$ cat src/rtl/mips_fetch.sv
`default_nettype none
// +--------------------------------------------------------------------------+
// | mips_fetch : MIPS instruction-fetch stage (PC, IR, imem req/ack, next-PC) |
// | Optional: EXC_VECTOR_EN enables exception redirect and EPC capture.      |
// | Revision  : 1.0                                                          |
// +--------------------------------------------------------------------------+
module mips_fetch #(
  parameter logic [31:0] RESET_PC   = 32'h0040_0000,
  parameter logic [31:0] EXC_VECTOR = 32'h8000_0180
) (
  input  logic        clk,
  input  logic        reset,
  output logic        imem_req,
  output logic [29:0] imem_addr,
  input  logic        imem_ack,
  input  logic [31:0] imem_rdata,
  output logic [31:0] inst,
  output logic [5:0]  opcode,
  output logic [5:0]  funct,
  output logic        inst_valid,
  input  logic        inst_ready,
  input  logic [1:0]  control_type,
  input  logic [31:0] rs_data,
  input  logic        except,
  output logic [31:0] pc,
  output logic [31:0] epc,
  output logic [31:0] inst_count
);

  typedef enum logic [0:0] {
    S_REQ   = 1'b0,
    S_VALID = 1'b1
  } state_t;

  state_t      r_state;
  state_t      w_next_state;
  logic        r_started;
  logic [31:0] r_pc;
  logic [31:0] r_ir;
  logic [31:0] r_count;
  logic        w_req;
  logic        w_valid;
  logic        w_load_ir;
  logic        w_accept;
  logic [31:0] w_pc4;
  logic [31:0] w_br_off;
  logic [31:0] w_next_pc;

  always_ff @(posedge clk or negedge reset) begin
    if (!reset) begin
      r_state <= S_REQ;
    end else begin
      r_state <= w_next_state;
    end
  end

  // r_started keeps imem_req low until the first clock after reset release
  always_comb begin
    w_next_state = r_state;
    w_req        = 1'b0;
    w_valid      = 1'b0;
    w_load_ir    = 1'b0;
    w_accept     = 1'b0;
    case (r_state)
      S_REQ: begin
        w_req = r_started;
        if (r_started && imem_ack) begin
          w_load_ir    = 1'b1;
          w_next_state = S_VALID;
        end
      end
      S_VALID: begin
        w_valid = 1'b1;
        if (inst_ready) begin
          w_accept     = 1'b1;
          w_next_state = S_REQ;
        end
      end
      default: w_next_state = S_REQ;
    endcase
  end

  assign w_pc4    = r_pc + 32'd4;
  assign w_br_off = {{14{r_ir[15]}}, r_ir[15:0], 2'b00};

  always_comb begin
    w_next_pc = w_pc4;
    case (control_type)
      2'd0:    w_next_pc = w_pc4;
      2'd1:    w_next_pc = w_pc4 + w_br_off;
      2'd2:    w_next_pc = {w_pc4[31:28], r_ir[25:0], 2'b00};
      default: w_next_pc = {rs_data[31:2], 2'b00};
    endcase
`ifdef EXC_VECTOR_EN
    if (except) begin
      w_next_pc = EXC_VECTOR;
    end
`endif
  end

  always_ff @(posedge clk or negedge reset) begin
    if (!reset) begin
      r_started <= 1'b0;
      r_pc      <= RESET_PC;
      r_ir      <= 32'h0;
      r_count   <= 32'h0;
    end else begin
      r_started <= 1'b1;
      if (w_load_ir) begin
        r_ir <= imem_rdata;
      end
      if (w_accept) begin
        r_pc    <= w_next_pc;
        r_count <= r_count + 32'd1;
      end
    end
  end

`ifdef EXC_VECTOR_EN
  logic [31:0] r_epc;

  always_ff @(posedge clk or negedge reset) begin
    if (!reset) begin
      r_epc <= 32'h0;
    end else if (w_accept && except) begin
      r_epc <= r_pc;
    end
  end

  assign epc = r_epc;

  logic w_unused;
  assign w_unused = ^rs_data[1:0];
`else
  assign epc = 32'h0;

  logic w_unused;
  assign w_unused = ^{except, EXC_VECTOR, rs_data[1:0]};
`endif

  assign imem_req   = w_req;
  assign imem_addr  = r_pc[31:2];
  assign inst       = r_ir;
  assign opcode     = r_ir[31:26];
  assign funct      = r_ir[5:0];
  assign inst_valid = w_valid;
  assign pc         = r_pc;
  assign inst_count = r_count;

endmodule
`default_nettype wire
$ cat config.mk
export PLATFORM = sky130hd
export DESIGN_NAME = mips_fetch
export DESIGN_NICKNAME = d
export VERILOG_FILES = /design/src/rtl/mips_fetch.sv
export SDC_FILE = /design/constraint.sdc
export NUM_CORES = 1
export LEC_CHECK = 0
export CORE_MARGIN = 8
export CORE_UTILIZATION = 48
export DETAILED_ROUTE_END_ITERATION = 6
export HOLD_SLACK_MARGIN = 0.08
export PLACE_DENSITY = 0.8
export SYNTH_ARGS = -nofsm -noshare
export SYNTH_HDL_FRONTEND = slang
export SYNTH_SLANG_ARGS = --single-unit
$ cat constraint.sdc
create_clock -name clk -period 4.49 [get_ports clk]
set_input_delay 0.449 -clock clk [delete_from_list [all_inputs] [get_ports clk]]
set_output_delay 0.449 -clock clk [all_outputs]
set_load 0.01 [all_outputs]
# After elaboration in Yosys (flattened, before gate mapping)
# Cells that the tools add are included.
# W data, S select, Z words.
# word_totals
ff_bits	98
input_bits	71
out_inout_bits	172
wordCells	22
# classes
addsub	3
n_eq_ne	2
n_mux	9
bitwise_logic	1
n_reduce_logical	2
# op_table
operator	n
$pmux W32 S3	1
$add A32 B1 Y32 const B	1
$add A32 B3 Y32 const B	1
$add A32 B32 Y32	1
$mux W1	7
$eq A2 B1 Y1 const B	1
$eq A2 B2 Y1 const B	1
$logic_not A2 Y1	1
$pmux W1 S2	1
$logic_and A1 B1 Y1	1
$not A1 Y1	1

# Longest topological paths before layout
# Gate-level depths: netlist (run 1).
# logic_depth
depth_word	3
mapped_depth	16
ltp_nobuf	14

# Worst setup path after synthesis (run 1)
# No wires, ideal clock.
# synth_path
path_kind	reg-to-reg
from	register r_pc[5] (netlist: pc[5])
to	register r_pc[20] (netlist: pc[20])
setup_ns	0.125
arrival_ns	3.397
t_required_ns	4.365
setup_slack_ns	0.968
path_stages_with_launch	15
path_buffers	1
synth_period_minus_slack_ns	3.522
cell_sequence	dfrtp_1 > nand4_1 > nor2_1 > nand2_1 > nor2_1 > xor2_1 > ha_1 > clkbuf_1 > a21oi_1 > o21ai_0 > a221oi_1 > o211ai_1 > xor2_1 > mux4_2 > mux2_2
# synth_between
elab_chain_len	3
# synth_rtl
element	line_no	source
start, declared	38	logic [31:0] r_pc;
start signal, assigned	113	r_pc <= w_next_pc;
$add A32 B3 Y32 *	83	assign w_pc4 = r_pc + 32'd4;
$add A32 B32 Y32	90	2'd1: w_next_pc = w_pc4 + w_br_off;
$pmux W32 S3 *	88	case (control_type)
# Every way passes the cells marked *; elsewhere a longest branch is shown, timed or not.
# A chain may end at the register's enable or synchronous reset.

# Final worst setup path (run 1)
# layout_path
from	register r_pc[16] (netlist: pc[16])
to	register r_pc[31] (netlist: pc[31])
# Same word-level chain as after synthesis.

==> impl_metrics.json, run 1 <==
{
  "drc_errors": 0,
  "clk_pin_slew_worst_paths_ps": 80,
  "grt_pass1_vias": 6919,
  "grt-ovfl-total": 0,
  "grt_max_degree": 74,
  "cellPowerDensity_nw_per_um2": 602,
  "dpl.hpwl_mm": 19.2,
  "io_buffer_count": 205,
  "place_congestion": 1.03,
  "io_pins": 243,
  "cts_tree": "done",
  "period_share": 0.920,
  "synthFlopType": "dfrtp_1",
  "grt_first_pass_wirelength_mm": 39.0,
  "synthToLayoutAreaGrowth_pct": 28.8,
  "root_buffer": "clkbuf_16",
  "place_area_um2": 9310,
  "slew_violations": 0,
  "clkLatencyLatePin_ps": 360,
  "cpPeakStageDelay_ps": 530,
  "numCtsBuffers": 9,
  "dr_wl_met2_mm": 11.7,
  "fin_crit_ps": 4130,
  "syn_area_um2": 7490,
  "post-route-cell-area_um2": 9640,
  "finClkSkew_ps": 9.19,
  "yosys.cell_count.top_type": "dfrtp_1",
  "async_flop_share": 1.00,
  "worst_ep_arrival_time_ps": 4380,
  "power_mw": 5.80,
  "synth_commonest_cells": "95 x dfrtp_1, 80 x nand2_1, 76 x buf_4",
  "postRouteAntennaNets": 0,
  "synthCells": 825,
  "initial_core_util": 0.492,
  "ir_drop_uv": 341,
  "routed-wl-met3_mm": 2.68,
  "hold_path_class": "in2async",
  "synthDominantCellAreaShare": 0.318,
  "timing.fmax_mhz": 242,
  "critical_path.top_delay_family": "simple AND/OR/NAND/NOR gates",
  "rsz0062_at_grt": "false",
  "hold_slack_ps": 230,
  "finalSetupTns_ps": 0,
  "drtIter0Drc": 835,
  "crit_type": "reg2reg",
  "wl_per_cell_um": 21.2,
  "status": "completed",
  "critPathLaunchType": "flip-flop",
  "slowest_stage": "dfrtp_1",
  "num_vias": 6980,
  "crit_chain": "nand4_1 > nor3_2 > and2_1 > nand2_1 > xnor2_1 > ha_1 > nand4_1 > nor3_1 > nand3_1 > a2111oi_1 > buf_4 > a211oi_1 > a311o_1",
  "cpMostUsedCell": "nand4_1",
  "yosysTopAreaCell": "dfrtp_1",
  "cts_sinks": 96,
  "die_h_um": 141,
  "crit_buf_inv": 1,
  "nets": 1090,
  "ctsHoldBuffers": 0,
  "avgSynthCellArea_um2": 9.07,
  "diodes": 0,
  "synthTopCellsByArea": "dfrtp_1 32%, buf_4 7.6%, mux2_2 6.2%",
  "antenna_found_initial": 0,
  "worst-path-max-fanout": 8,
  "top_layer_used": "met4",
  "grt.total_usage": 0.247,
  "ys_types": 71,
  "cts_setup_buffers": 0,
  "drv_cap": 0,
  "wl_met1_mm": 10.1,
  "ys_seq_area_frac": 0.321,
  "rows": 45,
  "synth_warnings": 0,
  "drive_gt1_frac": 0.0963,
  "wirelength_mm": 24.9,
  "worstMarginPinSlew_ps": 952,
  "final-setup-viol-count": 0,
  "slew_headroom": 0.365,
  "cts.htree.levels": 3,
  "hold_viol_final": 0,
  "synth-edff-count": 0,
  "end_kind": "flip-flop",
  "die_x_um": 141,
  "critPathRequiredTime_ps": 4740,
  "floorplan.die_area_um2": 19800,
  "vias_per_cell": 5.94,
  "fp.coreArea_um2": 15200,
  "clockBufferDepth": 2,
  "ys_seq_elements": 96,
  "dr.pass1.iters": 5,
  "leakage_nw": 4.04
}
## worst register-to-register path: stages (launching register included)
cell,delay (ps)
dfrtp_1,530
nand4_1,250
nor3_2,460
and2_1,250
nand2_1,130
xnor2_1,170
ha_1,420
nand4_1,150
nor3_1,400
nand3_1,220
a2111oi_1,460
buf_4,190
a211oi_1,70
a311o_1,330
## path summary, 6_finish.rpt
check,from,end,slack (ps),depth (start not counted)
setup / recovery,pc[16],pc[31],360,13
hold / removal,reset,pc[5],230,1
setup reg to reg,pc[16],pc[31],360,13
hold reg to reg,inst_count[31],inst_count[31],480,1
max in group asynchronous,reset,inst[14],3390,2
min in group clk,inst_count[31],inst_count[31],480,1
## cells by family (layout without fill, tap and decap cells)
kind of cell | after synthesis | in the layout | synth area share
other | 2 | 35 | 0.00100
flip-flops | 96 | 96 | 0.321
XOR/XNOR | 77 | 77 | 0.0901
multiplexers | 68 | 68 | 0.113
adder cells (fa/ha/maj) | 37 | 37 | 0.0628
buffers and inverters | 123 | 252 | 0.100
AO/OA/AOI/OAI | 159 | 159 | 0.136
AND/OR/NAND/NOR | 263 | 263 | 0.175
## where the power goes
part           leakage [nW]  switching, mW  total [mW]  internal [mW]
sequential             1.19          0.392        1.46           1.07
clock                 0.156          0.381       0.879          0.498
combinational          2.70           1.84        3.46           1.62
total                  4.04           2.62        5.80           3.19
## layout by cell type (no fill, tap or decap), types with 10 or more instances in the layout
cell type	n
xnor2_1	48
mux2i_1	17
conb_1	35
nand4_1	25
buf_4	16
nor3_1	22
clkdlybuf4s50_1	203
mux2_2	41
nand3_1	38
o21ai_0	27
nor2_1	45
a21oi_1	48
o22ai_1	10
and3_1	10
dfrtp_1	95
ha_1	36
nand2_1	80
xor2_1	29
inv_1	16
## per-layer routing
metal,up-vias,GRT usage
met5,-,0
met4,0,0.0826
met3,42,0.0689
met2,395,0.400
met1,3364,0.312
li1,3179,-
## timing repair
action | CTS | global route
setup endpoints to repair | 0 | 1
resized for setup | 0 | 2
endpoints found under the hold margin | 0 | 0
## sequential cells by signal, summed over array words and instances (netlist names)
register,count
inst,32
inst_count,32
pc,30
r_started,1
r_state,1
## through the flow
stage / utilization / std cells / worst slack (ps)
floorplan: - / 858 / 968
global placement: 0.613 / 1159 / 493
CTS: 0.634 / 1175 / 304
finish: 0.634 / 1175 / 357
detailed placement: 0.613 / 1159 / 340
global route: 0.634 / 1175 / 23.4
## layout make-up
type	instances	area (µm²)
Sequential cell	96	2400
Timing Repair Buffer	220	2160
Clock inverter	6	96.3
Tap cell	188	235
Clock buffer	10	229
Multi-Input combinational cell	639	4460
Inverter	16	60.1
Fill cell	1250	5560
(Power assumes the default switching activity.)
==> inputs of run 2 (changes only) <==
CORE_ASPECT_RATIO = 0.8   (was default)
==> run 2 against run 1 <==
Flip-flop and latch count stayed put. Highest routed layer unchanged. Design area is 0.19% higher. Sequential power is 3% higher. Clock-buffer cell count is 1 lower. Core utilization is 1.1 points lower.
==> impl_metrics.json, run 2 (synthesized netlist as in run 1, its figures left out) <==
{
  "root_buffer": "clkbuf_16",
  "most-common-layout-cells": "203 x clkdlybuf4s50_1, 95 x dfrtp_1, 80 x nand2_1",
  "grt_first_pass_wirelength_mm": 38.1,
  "rows": 41,
  "switching_share": 0.458,
  "slew_headroom": 0.433,
  "clockBufferDepth": 2,
  "postRouteAntennaNets": 0,
  "synthToLayoutAreaGrowth_pct": 29.1,
  "diodes": 0,
  "cts_setup_buffers": 0,
  "seqPwrFrac": 0.261,
  "dpl.hpwl_mm": 18.9,
  "status": "completed",
  "intPower_mw": 3.11,
  "cts_tree": "done",
  "fp.coreArea_um2": 15500,
  "final_common_cell": "clkdlybuf4s50_1",
  "timing.fmax_mhz": 244,
  "drc_errors": 0,
  "critPathRequiredTime_ps": 4740,
  "grt-ovfl-total": 0,
  "worst_ep_arrival_time_ps": 4340,
  "final-setup-viol-count": 0,
  "dr_wl_met2_mm": 11.1,
  "clk_pin_slew_worst_paths_ps": 80,
  "period_share": 0.912,
  "comb_power_share": 0.591,
  "hold_path_class": "in2async",
  "num_vias": 6961,
  "wirelength_mm": 24.6,
  "place_congestion": 0.972,
  "crit_type": "reg2reg",
  "drv_cap": 0,
  "ctsResizeCount": 0,
  "critPathLaunchType": "flip-flop",
  "cellPowerDensity_nw_per_um2": 594,
  "finalSetupTns_ps": 0,
  "fill_cells": 1322,
  "numCtsBuffers": 9,
  "wl_per_cell_um": 20.5,
  "routed-wl-met3_mm": 2.86,
  "drive_gt1_frac": 0.0953,
  "hold_viol_final": 0,
  "top_layer_used": "met4",
  "drtIter0Drc": 817,
  "initial_core_util": 0.483,
  "finClkSkew_ps": 9.54,
  "dr.pass1.iters": 7,
  "p_clk_frac": 0.148,
  "worst-path-max-fanout": 6,
  "rsz0062_at_grt": "false",
  "end_kind": "flip-flop",
  "ctsHoldBuffers": 0,
  "floorplan.die_area_um2": 19900,
  "cts.htree.levels": 3,
  "worstMarginPinSlew_ps": 851,
  "finish.utilization": 0.624,
  "antenna_found_initial": 0,
  "wl_met1_mm": 10.3,
  "grt_max_degree": 59,
  "cts_sinks": 96,
  "nets": 1089,
  "die_h_um": 128,
  "die_x_um": 156,
  "ir_drop_uv": 310,
  "p_switching_mw": 2.63,
  "slew_violations": 0,
  "fin_crit_ps": 4090,
  "grt.total_usage": 0.244,
  "vias_per_cell": 5.80,
  "grt_pass1_vias": 6621,
  "io_pins": 243,
  "io_buffer_count": 205,
  "clkLatencyLatePin_ps": 360,
  "leakage_nw": 4.03
}
[run 2: changes by cell type in the layout (fill, tap and decap cells not counted), sizes merged]
cell,delta
buf,-1
bufinv,-1
clkbuf,-1
clkinv,+1
inv,+1
[run 2: area by class of cell]
| type | count | area (µm²) | area share |
|---|---|---|---|
| Multi-Input combinational cell | 639 | 4460 | 0.461 |
| Sequential cell | 96 | 2400 | 0.249 |
| Timing Repair Buffer | 219 | 2150 | 0.222 |
| Tap cell | 215 | 269 | 0.0278 |
| Clock buffer | 9 | 225 | 0.0233 |
| Clock inverter | 7 | 96.3 | 0.00997 |
| Inverter | 16 | 60.1 | 0.00622 |
[run 2: through the flow]
stage	instances	total power [mW]	area [µm²]	hold WS (ps)	worst slack, ps
after floorplan	858	3.59	7610	153	968
after detailed placement	1185	4.80	9340	475	587
final	1201	5.74	9660	158	396
after CTS	1201	5.68	9660	174	561
after global routing	1201	6.07	9660	202	243
after global placement	1185	4.76	9340	465	661
[run 2: final timing paths]
path | depth (start not counted) | endpoint | startpoint | slack (ps)
hold / removal | 1 | inst[31] | reset | 160
max in group asynchronous | 2 | inst_count[22] | reset | 3320
setup reg to reg | 15 | pc[31] | pc[3] | 400
min in group clk | 1 | inst_count[31] | inst_count[31] | 480
hold reg to reg | 1 | inst_count[31] | inst_count[31] | 480
setup / recovery | 15 | pc[31] | pc[3] | 400
[run 2: metal layers]
layer,vias up,GRT usage
li1,3197,-
met1,3331,0.328
met2,403,0.367
met3,30,0.0859
met4,0,0.0626
met5,-,0
[run 2: power by group through the flow]
| stage | logic, mW | clock network, mW | registers, mW |
|---|---|---|---|
| final | 3.39 | 0.851 | 1.50 |
| after global routing | 3.64 | 0.898 | 1.53 |
| after CTS | 3.33 | 0.863 | 1.48 |
| after detailed placement | 3.30 | 0 | 1.50 |
| after global placement | 3.27 | 0 | 1.48 |
| after floorplan | 2.14 | 0 | 1.45 |
[run 2: critical path: stages, from the launching register on]
cell	delay, ps
dfrtp_1	470
ha_1	330
nand3_1	100
nor2_1	100
buf_4	170
nand4_1	240
nor2_1	190
xor2_1	280
ha_1	330
a21oi_1	310
o21ai_0	240
a31oi_1	210
o21ai_0	110
a211oi_1	470
nor3_1	100
a311o_1	330
